File: src/rtl/regfile_sb_if.sv
// regfile_sb_if: decode/write-back bus of the scoreboarded register file
// Signals:
//   rd_en, rd_addr1, rd_addr2          read request and the two read addresses
//   rd_data1, rd_data2, rd_busy1/2     registered read data and busy bits
//   rd_valid                           one-cycle pulse marking fresh read results
//   wr_en, wr_addr, wr_data            write-back commit (clears busy)
//   iss_en, iss_addr                   issue: mark destination register busy
// Modports: master (decode/write-back side), slave (register file).
interface regfile_sb_if #(
    parameter int DATA_W = 32,
    parameter int ADDR_W = 5
);
    logic              rd_en;
    logic [ADDR_W-1:0] rd_addr1;
    logic [ADDR_W-1:0] rd_addr2;
    logic [DATA_W-1:0] rd_data1;
    logic [DATA_W-1:0] rd_data2;
    logic              rd_busy1;
    logic              rd_busy2;
    logic              rd_valid;
    logic              wr_en;
    logic [ADDR_W-1:0] wr_addr;
    logic [DATA_W-1:0] wr_data;
    logic              iss_en;
    logic [ADDR_W-1:0] iss_addr;

    modport master (
        output rd_en, rd_addr1, rd_addr2, wr_en, wr_addr, wr_data, iss_en, iss_addr,
        input  rd_data1, rd_data2, rd_busy1, rd_busy2, rd_valid
    );

    modport slave (
        input  rd_en, rd_addr1, rd_addr2, wr_en, wr_addr, wr_data, iss_en, iss_addr,
        output rd_data1, rd_data2, rd_busy1, rd_busy2, rd_valid
    );
endinterface

File: src/rtl/regfile_sb.sv
// regfile_sb: 2-read/1-write register file with registered reads and a per-register busy scoreboard
// Ports:
//   clk_i   rising-edge clock
//   rst_ni  asynchronous active-low reset; clears array, busy bits and all read outputs
//   bus     regfile_sb_if.slave (read, write-back and issue signals)
// Parameters: DATA_W (register width), ADDR_W (depth = 2^ADDR_W),
//   ZERO_REG (1: register 0 reads 0, ignores writes, never busy).
// Build option: REGFILE_BYPASS_EN -- same-edge reads see the write/issue of that edge;
//   without it they see the pre-edge state.
module regfile_sb #(
    parameter int DATA_W   = 32,
    parameter int ADDR_W   = 5,
    parameter int ZERO_REG = 1
) (
    input logic         clk_i,
    input logic         rst_ni,
    regfile_sb_if.slave bus
);
    localparam int DEPTH = 1 << ADDR_W;
    localparam bit ZR    = (ZERO_REG != 0);

    logic [DATA_W-1:0] mem_q [DEPTH];
    logic [DEPTH-1:0]  busy_q, busy_d, busy_rd;
    logic              wr_ok, iss_ok, byp1, byp2, zero1, zero2;
    logic [DATA_W-1:0] data1_d, data2_d, data1_q, data2_q;
    logic              busy1_d, busy2_d, busy1_q, busy2_q, valid_q;

    assign wr_ok  = bus.wr_en  && !(ZR && bus.wr_addr  == '0);
    assign iss_ok = bus.iss_en && !(ZR && bus.iss_addr == '0);
    assign zero1  = ZR && bus.rd_addr1 == '0;
    assign zero2  = ZR && bus.rd_addr2 == '0;

    // Issue is applied after the write so a new producer keeps the register busy.
    always_comb begin
        busy_d = busy_q;
        if (wr_ok) busy_d[bus.wr_addr] = 1'b0;
        if (iss_ok) busy_d[bus.iss_addr] = 1'b1;
    end

`ifdef REGFILE_BYPASS_EN
    assign byp1    = wr_ok && bus.wr_addr == bus.rd_addr1;
    assign byp2    = wr_ok && bus.wr_addr == bus.rd_addr2;
    assign busy_rd = busy_d;
`else
    assign byp1    = 1'b0;
    assign byp2    = 1'b0;
    assign busy_rd = busy_q;
`endif

    always_comb begin
        data1_d = zero1 ? '0 : byp1 ? bus.wr_data : mem_q[bus.rd_addr1];
        data2_d = zero2 ? '0 : byp2 ? bus.wr_data : mem_q[bus.rd_addr2];
        busy1_d = !zero1 && busy_rd[bus.rd_addr1];
        busy2_d = !zero2 && busy_rd[bus.rd_addr2];
    end

    always_ff @(posedge clk_i or negedge rst_ni) begin
        if (!rst_ni) begin
            for (int i = 0; i < DEPTH; i++) mem_q[i] <= '0;
            busy_q  <= '0;
            data1_q <= '0;
            data2_q <= '0;
            busy1_q <= 1'b0;
            busy2_q <= 1'b0;
            valid_q <= 1'b0;
        end else begin
            if (wr_ok) mem_q[bus.wr_addr] <= bus.wr_data;
            busy_q  <= busy_d;
            valid_q <= bus.rd_en;
            if (bus.rd_en) begin
                data1_q <= data1_d;
                data2_q <= data2_d;
                busy1_q <= busy1_d;
                busy2_q <= busy2_d;
            end
        end
    end

    assign bus.rd_data1 = data1_q;
    assign bus.rd_data2 = data2_q;
    assign bus.rd_busy1 = busy1_q;
    assign bus.rd_busy2 = busy2_q;
    assign bus.rd_valid = valid_q;
endmodule

File: src/flat_wrapper.sv
// flat-port wrapper written by rule: the top's interface ports become plain ports
module regfile_sb_flat 
#(
    parameter int DATA_W   = 32,
    parameter int ADDR_W   = 5,
    parameter int ZERO_REG = 1
)
  (clk_i, rst_ni, bus_rd_en, bus_rd_addr1, bus_rd_addr2, bus_wr_en, bus_wr_addr, bus_wr_data, bus_iss_en, bus_iss_addr, bus_rd_data1, bus_rd_data2, bus_rd_busy1, bus_rd_busy2, bus_rd_valid);
  regfile_sb_if #(.DATA_W(DATA_W), .ADDR_W(ADDR_W)) bus_i ();
  input logic clk_i;
  input logic rst_ni;
  input wire logic [$bits(bus_i.rd_en)-1:0] bus_rd_en;
  input wire logic [$bits(bus_i.rd_addr1)-1:0] bus_rd_addr1;
  input wire logic [$bits(bus_i.rd_addr2)-1:0] bus_rd_addr2;
  input wire logic [$bits(bus_i.wr_en)-1:0] bus_wr_en;
  input wire logic [$bits(bus_i.wr_addr)-1:0] bus_wr_addr;
  input wire logic [$bits(bus_i.wr_data)-1:0] bus_wr_data;
  input wire logic [$bits(bus_i.iss_en)-1:0] bus_iss_en;
  input wire logic [$bits(bus_i.iss_addr)-1:0] bus_iss_addr;
  output wire logic [$bits(bus_i.rd_data1)-1:0] bus_rd_data1;
  output wire logic [$bits(bus_i.rd_data2)-1:0] bus_rd_data2;
  output wire logic [$bits(bus_i.rd_busy1)-1:0] bus_rd_busy1;
  output wire logic [$bits(bus_i.rd_busy2)-1:0] bus_rd_busy2;
  output wire logic [$bits(bus_i.rd_valid)-1:0] bus_rd_valid;
  assign bus_i.rd_en = bus_rd_en;
  assign bus_i.rd_addr1 = bus_rd_addr1;
  assign bus_i.rd_addr2 = bus_rd_addr2;
  assign bus_i.wr_en = bus_wr_en;
  assign bus_i.wr_addr = bus_wr_addr;
  assign bus_i.wr_data = bus_wr_data;
  assign bus_i.iss_en = bus_iss_en;
  assign bus_i.iss_addr = bus_iss_addr;
  assign bus_rd_data1 = bus_i.rd_data1;
  assign bus_rd_data2 = bus_i.rd_data2;
  assign bus_rd_busy1 = bus_i.rd_busy1;
  assign bus_rd_busy2 = bus_i.rd_busy2;
  assign bus_rd_valid = bus_i.rd_valid;
  regfile_sb #(.DATA_W(DATA_W), .ADDR_W(ADDR_W), .ZERO_REG(ZERO_REG)) u_core (.clk_i(clk_i), .rst_ni(rst_ni), .bus(bus_i));
endmodule
File: config.mk
export PLATFORM = sky130hd
export DESIGN_NAME = regfile_sb_flat
export DESIGN_NICKNAME = d
export VERILOG_FILES = /design/src/rtl/regfile_sb_if.sv /design/src/rtl/regfile_sb.sv /design/src/flat_wrapper.sv
export SDC_FILE = /design/constraint.sdc
export NUM_CORES = 2
export LEC_CHECK = 0
export BUFFER_PORTS_ARGS = -buffer_cell sky130_fd_sc_hd__buf_4
export CORE_ASPECT_RATIO = 1.1
export CORE_MARGIN = 2
export CORE_UTILIZATION = 40
export CTS_CLUSTER_DIAMETER = 120
export DETAILED_ROUTE_END_ITERATION = 6
export PLACE_DENSITY_LB_ADDON = 0.1
export SLEW_MARGIN = 20
export SYNTH_ARGS = -nofsm -noshare
export SYNTH_HDL_FRONTEND = slang
export SYNTH_SLANG_ARGS = --single-unit
File: constraint.sdc
create_clock -name clk_i -period 1.88 [get_ports clk_i]
set_input_delay 0.094 -clock clk_i [delete_from_list [all_inputs] [get_ports clk_i]]
set_output_delay 0.094 -clock clk_i [all_outputs]
set_load 0.1 [all_outputs]
==> results.md <==
* Relative slew slack at 0.486
* Die X at 369 um
* Vias in the first global route at 39991
* Clock Sink Count at 1123
* Final core utilization at 0.477
* Final HPWL from detailed placement at 131000 um
* Peak supply drop at 0.720 mV
* CP Class: in -> reg
* Area occupied by multi-input gates at 0.0285 mm2
* Setup TNS at 0 ns
* Overflow after GRT at 0
* Crit-path max FO at 24
* R2R depth at 4
* Mapped cell area at 0.0586 mm2
* TritonCTS clock tree: yes
* Clock root cell: clkbuf_16
* Register area at 0.0281 mm2
* Worst skew pair latency at 0.77 ns
* Starting Density at 0.402
* CTS buffer count at 133
* CP startpoint kind: input pin
* Tcrit/Tclk final at 0.970
* Distinct cells, synth at 60
* Status: complete, no violations
* Maxcap violations at 0
* Avg Cell Area, Syn at 14.6 um2
* Area growth, synth to finish at 18.6%
* DRC errors left at 0
* RSZ-0062 raised after global routing: false
* Share of layout cells above drive strength 1 at 0.476
* WL per Instance at 33.7 um
* Die height at 406 um
* DP Area at 0.0646 mm2
* Fraction of registers with async set/reset at 1.00
* Number of synthesized flops with an enable pin at 0
* Seq cells post-synth at 1123
* CORE AREA at 0.146 mm2
* Placer Congestion at 0.809
* Final min period at 1.82 ns
* Endpoints failing setup at 0
* Pwr/cell area at 1060 mW/mm2
* Hold Crit Start: bus_wr_addr[0]
* GRT Util Overall at 0.285
* HP Class: in -> reg
* Via count at 38993
* Layout Skew at 0.0191 ns
* First-pass GRT wire length at 305000 um
* Syn Inst Count at 4023
* # IOs at 124
* Htree depth at 4
* Worst-margin pin slew at 0.771 ns
* Routed wire length at 212000 um
* Placed cells at 5981
* Hold Path End: u_core.busy_q[30]
* Fmax at 548 MHz
* Static Leak at 30.5 nW
* First DRT Iteration DRCs at 3342
* Clk buf depth at 3
* First-pass iteration count of the detailed router at 5
* Fin. Hold Viols at 0
* Seq/Total Area, Yosys at 0.479
* WP data arrival at 2.48 ns
* Post-route cell area at 0.0695 mm2
* Antenna Nets Post-Route at 0
* Nets at 4296
* Reg2Reg Launch Point: u_core.mem_q[560]
* Non-Filler Instances at 6278
* Die area at 0.150 mm2
* Reg clk slew, reported paths at 0.06 ns
* Antenna violations before repair at 4
* WP data required at 2.54 ns
* Power Total at 0.0739 W
* Row count at 147
* Hold path depth at 5
* R2r endpoint: u_core.bus.rd_data1[16]
* Setup crit start: bus_wr_en
* Reg2Reg Setup Slack at 0.20 ns
* Synthesis Warnings at 0
* # port buffers at 123
* Ys flop type: dfrtp_1
* Filler cells at 12795
* Max Transition Viols Final at 0
* CP endpoint kind: register
* Pin count of the biggest net entering global routing at 89
* Post-Syn Nets at 4080
* Post-CTS Setup Bufs at 0
* Detailed-route vias per instance at 6.21
where the power goes:
group,switching [W],total [W],internal [W]
combinational,0.00690,0.0153,0.00842
clock,0.0107,0.0262,0.0155
sequential,0.00361,0.0323,0.0287
total,0.0212,0.0739,0.0526
layer usage:
metal | wire length (um) | share of wire | track usage
met5 | 27 | 0.00013 | 0
met4 | 7060 | 0.033 | 0.0894
met3 | 11700 | 0.055 | 0.0450
met2 | 100000 | 0.47 | 0.459
met1 | 92700 | 0.44 | 0.396
placed cells by master, fill, tap and decap left out, types with 60 or more instances in the layout:
| master | instances |
|---|---|
| dlygate4sd3_1 | 60 |
| mux2i_1 | 294 |
| mux2_2 | 926 |
| buf_12 | 153 |
| mux2_1 | 71 |
| buf_4 | 315 |
| a22oi_1 | 106 |
| o22ai_1 | 119 |
| mux4_2 | 400 |
| dfrtp_1 | 1123 |
| clkbuf_16 | 137 |
flip-flops by register name, summed over array words and instances (netlist names):
| signal | cells |
|---|---|
| u_core.bus.rd_busy2 | 1 |
| u_core.bus.rd_data1 | 32 |
| u_core.busy_q | 32 |
| u_core.bus.rd_data2 | 32 |
| u_core.mem_q | 1024 |
| u_core.bus.rd_valid | 1 |
| u_core.bus.rd_busy1 | 1 |
final cells by class:
cell class	count	area share
sequential	1123	0.404
clock buffer	202	0.0583
multi-input combinational	2428	0.409
clock inverter	33	0.00452
inverter	20	0.00108
timing repair buffer	533	0.0878
antenna	2	0.0000720
tap	1937	0.0349
logic make-up after synthesis:
logic type | after synthesis | synth area share
AO/OA/AOI/OAI | 428 | 0.0546
buffers and inverters | 472 | 0.0401
flip-flops | 1123 | 0.479
AND/OR/NAND/NOR | 309 | 0.0307
multiplexers | 1691 | 0.395
metrics by stage:
step	setup slack, ns	hold WS [ns]
global route	0.0584	0.0533
finish	0.0561	0.0680
detailed placement	-0.294	-0.00495
floorplan	0.222	-0.202
CTS	0.0549	0.00644
global placement	-0.284	-0.00219
worst max-delay path: stages:
cell and delay [ns]:
dlygate4sd3_1 0.63, buf_4 0.17, nand2_1 0.09, buf_4 0.16, nor3_2 0.14, buf_4 0.18
nand2_4 0.06, buf_12 0.19, o2bb2ai_1 0.16, dlygate4sd3_1 0.56
worst max-delay path by stage:
stage                                    endpoint  slack (ns)  depth (start not counted)
final                           u_core.busy_q[24]        0.06                         10
after global placement    u_core.bus.rd_data1[30]       -0.28                          6
after CTS                        bus_rd_data1[23]        0.05                          1
after floorplan           u_core.bus.rd_data1[10]        0.22                          6
after global routing             bus_rd_data1[12]        0.06                          1
after detailed placement  u_core.bus.rd_data1[16]       -0.29                          6
synth_stat cells, types with 6 or more instances:
library cell	count	share of area
o221ai_1	52	0.0078
o22ai_1	119	0.013
nor4bb_1	7	0.0012
a21oi_1	15	0.0013
mux2_1	71	0.014
nand2b_1	42	0.0045
buf_4	29	0.0037
nor3_1	43	0.0037
nor4b_1	17	0.0025
buf_1	14	0.00090
o21ai_0	9	0.00077
mux2_2	926	0.18
nand2_1	54	0.0035
nand3b_1	9	0.0012
a211o_1	32	0.0048
a22oi_1	106	0.014
mux4_2	400	0.15
mux2i_1	294	0.050
inv_1	19	0.0012
nor4_1	17	0.0018
nor3b_1	7	0.00090
buf_2	168	0.014
a22o_1	46	0.0069
and3_1	6	0.00064
a211oi_1	34	0.0044
buf_6	30	0.0058
clkbuf_1	207	0.013
nor2b_1	30	0.0032
dfrtp_1	1123	0.48
nor2_1	41	0.0026
what timing repair did:
item | CTS | global route
hold endpoints to repair | 2159 | 0
gates resized for setup | 0 | 1
endpoints found under the setup margin | 0 | 1
hold buffers | 61 | 0
(Power assumes the default switching activity.)
